--- src/rtl/serial_adder_pkg.sv ---
// Shared types for the bit-serial adder: FSM encoding and counter sizing.
package serial_adder_pkg;

    typedef enum logic [1:0] {
        IDLE  = 2'd0,
        SHIFT = 2'd1,
        DONE  = 2'd2
    } state_t;

    function automatic int cnt_w(input int width);
        return (width < 2) ? 1 : $clog2(width);
    endfunction

endpackage

--- src/rtl/serial_adder_ctrl_fa_bit.sv ---
// One-bit full adder cell, reused every cycle by serial_adder_ctrl.
module fa_bit (
    input  logic a,
    input  logic b,
    input  logic ci,
    output logic s,
    output logic co
);

    assign s  = a ^ b ^ ci;
    assign co = (a & b) | (ci & (a ^ b));

endmodule

--- src/rtl/serial_adder_ctrl.sv ---
// Bit-serial adder: LSB-first, one bit per clock, valid/ready on both sides.
// Optional subtract mode (adds the sub port) when SERIAL_SUB_EN is defined.
module serial_adder_ctrl
    import serial_adder_pkg::*;
#(
    parameter int WIDTH = 8
) (
    input  logic             clk,
    input  logic             rst_n,
    input  logic             in_valid,
    output logic             in_ready,
    input  logic [WIDTH-1:0] a,
    input  logic [WIDTH-1:0] b,
    input  logic             cin,
    output logic             out_valid,
    input  logic             out_ready,
    output logic [WIDTH-1:0] sum,
    output logic             cout,
    output logic             busy
`ifdef SERIAL_SUB_EN
    ,
    input  logic             sub
`endif
);

    localparam int CW = cnt_w(WIDTH);
    localparam logic [CW-1:0] CNT_LAST = CW'(WIDTH - 1);

    state_t state, state_nxt;

    logic [WIDTH-1:0] a_sr;
    logic [WIDTH-1:0] b_sr;
    logic [WIDTH-2:0] sum_sr;
    logic [WIDTH-1:0] sum_nxt;
    logic [CW-1:0]    cnt;
    logic             carry;

    logic             accept;
    logic             step;
    logic             last;
    logic             s_bit;
    logic             c_bit;
    logic [WIDTH-1:0] b_load;
    logic             c_load;

`ifdef SERIAL_SUB_EN
    // Subtract as a + ~b + 1; cout then reads as "no borrow".
    assign b_load = sub ? ~b : b;
    assign c_load = sub | cin;
`else
    assign b_load = b;
    assign c_load = cin;
`endif

    fa_bit u_fa (
        .a  (a_sr[0]),
        .b  (b_sr[0]),
        .ci (carry),
        .s  (s_bit),
        .co (c_bit)
    );

    assign sum_nxt = {s_bit, sum_sr};

    always_comb begin
        state_nxt = state;
        accept    = 1'b0;
        step      = 1'b0;
        last      = 1'b0;
        case (state)
            IDLE: begin
                if (in_valid) begin
                    accept    = 1'b1;
                    state_nxt = SHIFT;
                end
            end
            SHIFT: begin
                step = 1'b1;
                if (cnt == CNT_LAST) begin
                    last      = 1'b1;
                    state_nxt = DONE;
                end
            end
            DONE: begin
                if (out_ready) begin
                    state_nxt = IDLE;
                end
            end
            default: state_nxt = IDLE;
        endcase
    end

    always_ff @(posedge clk or negedge rst_n) begin
        if (!rst_n) begin
            state <= IDLE;
        end else begin
            state <= state_nxt;
        end
    end

    always_ff @(posedge clk or negedge rst_n) begin
        if (!rst_n) begin
            a_sr   <= '0;
            b_sr   <= '0;
            sum_sr <= '0;
            carry  <= 1'b0;
            cnt    <= '0;
            sum    <= '0;
            cout   <= 1'b0;
        end else if (accept) begin
            a_sr  <= a;
            b_sr  <= b_load;
            carry <= c_load;
            cnt   <= '0;
        end else if (step) begin
            a_sr   <= a_sr >> 1;
            b_sr   <= b_sr >> 1;
            sum_sr <= sum_nxt[WIDTH-1:1];
            carry  <= c_bit;
            if (last) begin
                sum  <= sum_nxt;
                cout <= c_bit;
            end else begin
                cnt <= cnt + CW'(1);
            end
        end
    end

    assign in_ready  = (state == IDLE);
    assign out_valid = (state == DONE);
    assign busy      = (state == SHIFT) || (state == DONE);

endmodule

--- config.mk ---
export PLATFORM = sky130hd
export DESIGN_NAME = serial_adder_ctrl
export DESIGN_NICKNAME = d
export VERILOG_FILES = /design/src/rtl/serial_adder_pkg.sv /design/src/rtl/serial_adder_ctrl_fa_bit.sv /design/src/rtl/serial_adder_ctrl.sv
export SDC_FILE = /design/constraint.sdc
export NUM_CORES = 1
export LEC_CHECK = 0
export BUFFER_PORTS_ARGS = -buffer_cell sky130_fd_sc_hd__buf_2
export CORE_ASPECT_RATIO = 1.75
export CORE_MARGIN = 2
export CORE_UTILIZATION = 31
export DETAILED_ROUTE_END_ITERATION = 6
export PLACE_DENSITY = 0.56
export RECOVER_POWER = 50
export SKIP_CTS_REPAIR_TIMING = 1
export SYNTH_ARGS = -nofsm -noshare
export SYNTH_HDL_FRONTEND = slang
export SYNTH_SLANG_ARGS = --single-unit
--- constraint.sdc ---
create_clock -name clk -period 1.8 [get_ports clk]
set_input_delay 0.18 -clock clk [delete_from_list [all_inputs] [get_ports clk]]
set_output_delay 0.18 -clock clk [all_outputs]
set_load 0.01 [all_outputs]
==> results_dict.tcl <==
set metrics [dict create \
    grt.total_usage_pct 10.9 \
    stdcell_area_sq_um 2110 \
    worstSetupPathType "reg -> reg" \
    synth-edff-count 0 \
    ys_top_cells_by_count "dfrtp_1 (38), nand2_1 (21), mux2_2 (18)" \
    setup_viol_count_final 0 \
    dieArea_sq_um 6260 \
    ys_ff_latch 38 \
    fillerInstances 576 \
    period_needed_ns 1.57 \
    global_route.overflow_total 0 \
    floorplan.initialDensity_pct 31.7 \
    synth_area_leader_cell "dfrtp_1" \
    clock-skew-final_ns 0.00497 \
    floorplan.rows 36 \
    synth_most_common_cell "dfrtp_1" \
    netlist-cell-type-count 19 \
    io-pin-count 33 \
    nets 205 \
    timing.critical_path.fanout_max 4 \
    clk_pin_slew_ns 0.07 \
    synthXorXnorAreaFrac_pct 0.503 \
    syn-cell-area_sq_um 1740 \
    ctsHtreeMaxLevel 2 \
    netlist.area_leader.share_pct 54.6 \
    final_util_pct 38.4 \
    initial_antenna_violation_count 0 \
    postSynthCellCount 139 \
    die_width_um 60.7 \
    post_synth_main_area_contributors "dfrtp_1 (55%), mux2_2 (12%), mux2i_1 (8.6%)" \
    most_repeated_library_cell_on_the_critical_path "ha_1" \
    ys_seq_area_share_pct 54.6 \
    dominant_combinational_cell_family_by_area_after_synthesis "multiplexers" \
    ys_warn_count 0 \
    port_buffers 32 \
    area.growth.synth_to_final_pct 21.2 \
    layout-drive-gt1-share_pct 32.2 \
    clock_latency_ns 0.29 \
    power.density_nw_per_um2 1610 \
    synth_ff_type "dfrtp_1" \
    slew-limit-headroom_pct 38.3 \
    worst_ir_drop_vdd_mv 0.555 \
    timing.critical_path.cells "ha_1, ha_1, nor2b_4, a221oi_4, mux2_2" \
    crit_arrival_ns 1.74 \
    vias_per_cell 4.31 \
    cts_tree "done" \
    drt_iter0_drc 24 \
    route.antenna.remaining_nets 0 \
    hold_viol_final 0 \
    dp_hpwl_mm 2.11 \
    numClockSinks 38 \
    path_delay_family "adder cells" \
    drt_pass1_iterations 4 \
    timing.setup.tns_ns 0 \
    vias 1090 \
    placed_cell_area_sq_um 2020 \
    tritoncts.num_buffers 5 \
    worst_slew_pin_slew_ns 0.926 \
    status "finished clean" \
    setup_ws_ns 0.230 \
    grt_pass1_wl_mm 5.04 \
    synthesized_area_divided_by_synthesized_cell_count_sq_um 12.5 \
    residual_drc_count 0 \
    pin_count_of_the_biggest_net_entering_global_routing 39 \
    routabilityCongestion 0.708 \
    unrepaired_setup_endpoints_after_global_routing "false" \
    yosys-mux-area-fraction_pct 20.2 \
    cpPeakStageDelay_ns 0.37 \
    synth.net_count 168 \
    routed_wl_mm 2.95 \
    timing.critical_path.buf_inv 0 \
    drv_slew 0 \
    average_routed_wire_per_standard_cell_um 11.7 \
    total_leakage_power_nw 0.994 \
    setup.worst_path.start_class "flop" \
    asyncSetResetFlopFracSynth_pct 100 \
    core_sq_um 5500 \
    clock_path_buffers 2 \
    period_share_pct 87.2 \
    root_buffer "clkbuf_8" \
    hold_class "in -> reg" \
    worst_ep_required_time_ns 1.97 \
    cp_max_stage_cell "dfrtp_1" \
    synth_compound_area_share_pct 6.96 \
    worst_case_setup_slack_after_placement_ns 0.215 \
    die_height_um 103 \
    maxcap_viol_count 0 \
    synthAdderAreaFrac_pct 6.17 \
    worstSetupEndpointType "flop" \
    grt_pass1_vias 1127 \
    max_clock_freq_mhz 637 \
    synth_simple_gate_area_share_pct 7.97 \
    num_antenna_cells 0 \
]
==> power by group <==
part | switching [W] | internal (W)
Combinational | 0.000625 | 0.000683
Sequential | 0.000197 | 0.00119
Clock | 0.000283 | 0.000414
==> area by class of cell <==
type | count | area (sq um) | share of cell area [%]
timing repair buffer | 37 | 215 | 10.2
multi-input combinational | 90 | 729 | 34.5
clock buffer | 7 | 76.3 | 3.61
clock inverter | 1 | 30.0 | 1.42
sequential | 38 | 951 | 45.0
tap | 76 | 95.1 | 4.50
inverter | 4 | 15.0 | 0.711
==> cell families (layout without fill, tap and decap cells) <==
family,count (synthesis),after routing
buf+inv,11,49
fa+ha+maj,8,8
compound gates,20,20
simple gates,28,28
flops,38,38
xor+xnor,1,1
mux,33,33
==> through the flow <==
step / instances / total power, W / hold WS [ns]
after floorplan: 139 / 0.00239 / -0.116
after global placement: 244 / 0.00273 / 0.164
after detailed placement: 244 / 0.00276 / 0.164
after CTS: 252 / 0.00347 / -0.155
after global routing: 253 / 0.00369 / 0.103
final: 253 / 0.00340 / 0.0926
==> registers in the layout, indices dropped and copies added (netlist names) <==
register  count
b_sr          8
cnt           3
state         2
carry         1
sum           8
sum_sr        7
cout          1
a_sr          8
==> worst paths after layout <==
| check | startpoint | end | slack, ns | cells past startpoint |
|---|---|---|---|---|
| min | a[5] | a_sr[5]$_DFFE_PN0P_ | 0.09 | 3 |
| max reg2reg | cnt[0]$_DFFE_PN0P_ | state[1]$_DFFE_PN0P_ | 0.23 | 5 |
| min reg2reg | sum[4]$_DFFE_PN0P_ | sum[4]$_DFFE_PN0P_ | 0.50 | 1 |
| max | cnt[0]$_DFFE_PN0P_ | state[1]$_DFFE_PN0P_ | 0.23 | 5 |
| min in group asynchronous | rst_n | sum_sr[4]$_DFFE_PN0P_ | 0.64 | 3 |
| max in group asynchronous | rst_n | cnt[0]$_DFFE_PN0P_ | 0.59 | 3 |
==> metal layers <==
layer  vias to the layer above  share of wire [%]  global-route usage [%]
met5                         -                  0                       0
met4                         0                2.7                    5.52
met3                         5                4.7                    2.99
met2                        27                 50                    18.7
met1                       511                 43                    12.0
li1                        547                  -                       -
==> tightest hold or removal path, cell delays in order <==
cell	delay (ns)
buf_2	0.07
nand2_1	0.03
o21ai_0	0.05
==> placed cells by master, fill, tap and decap left out <==
cell,instances
nand3_4,1
a21oi_1,2
clkbuf_8,5
nand2b_1,3
and2_1,1
o21ai_0,16
ha_1,7
buf_12,2
fa_1,1
dfrtp_1,38
nand2_1,21
nor2b_4,1
a221oi_4,1
inv_1,4
bufinv_16,1
clkbuf_2,1
buf_4,1
dlygate4sd3_1,1
o21ai_1,1
clkbuf_1,8
mux2i_1,15
nor2_1,1
buf_2,26
mux2_2,18
xnor2_1,1
No activity file was read; power rests on OpenSTA's default activity.
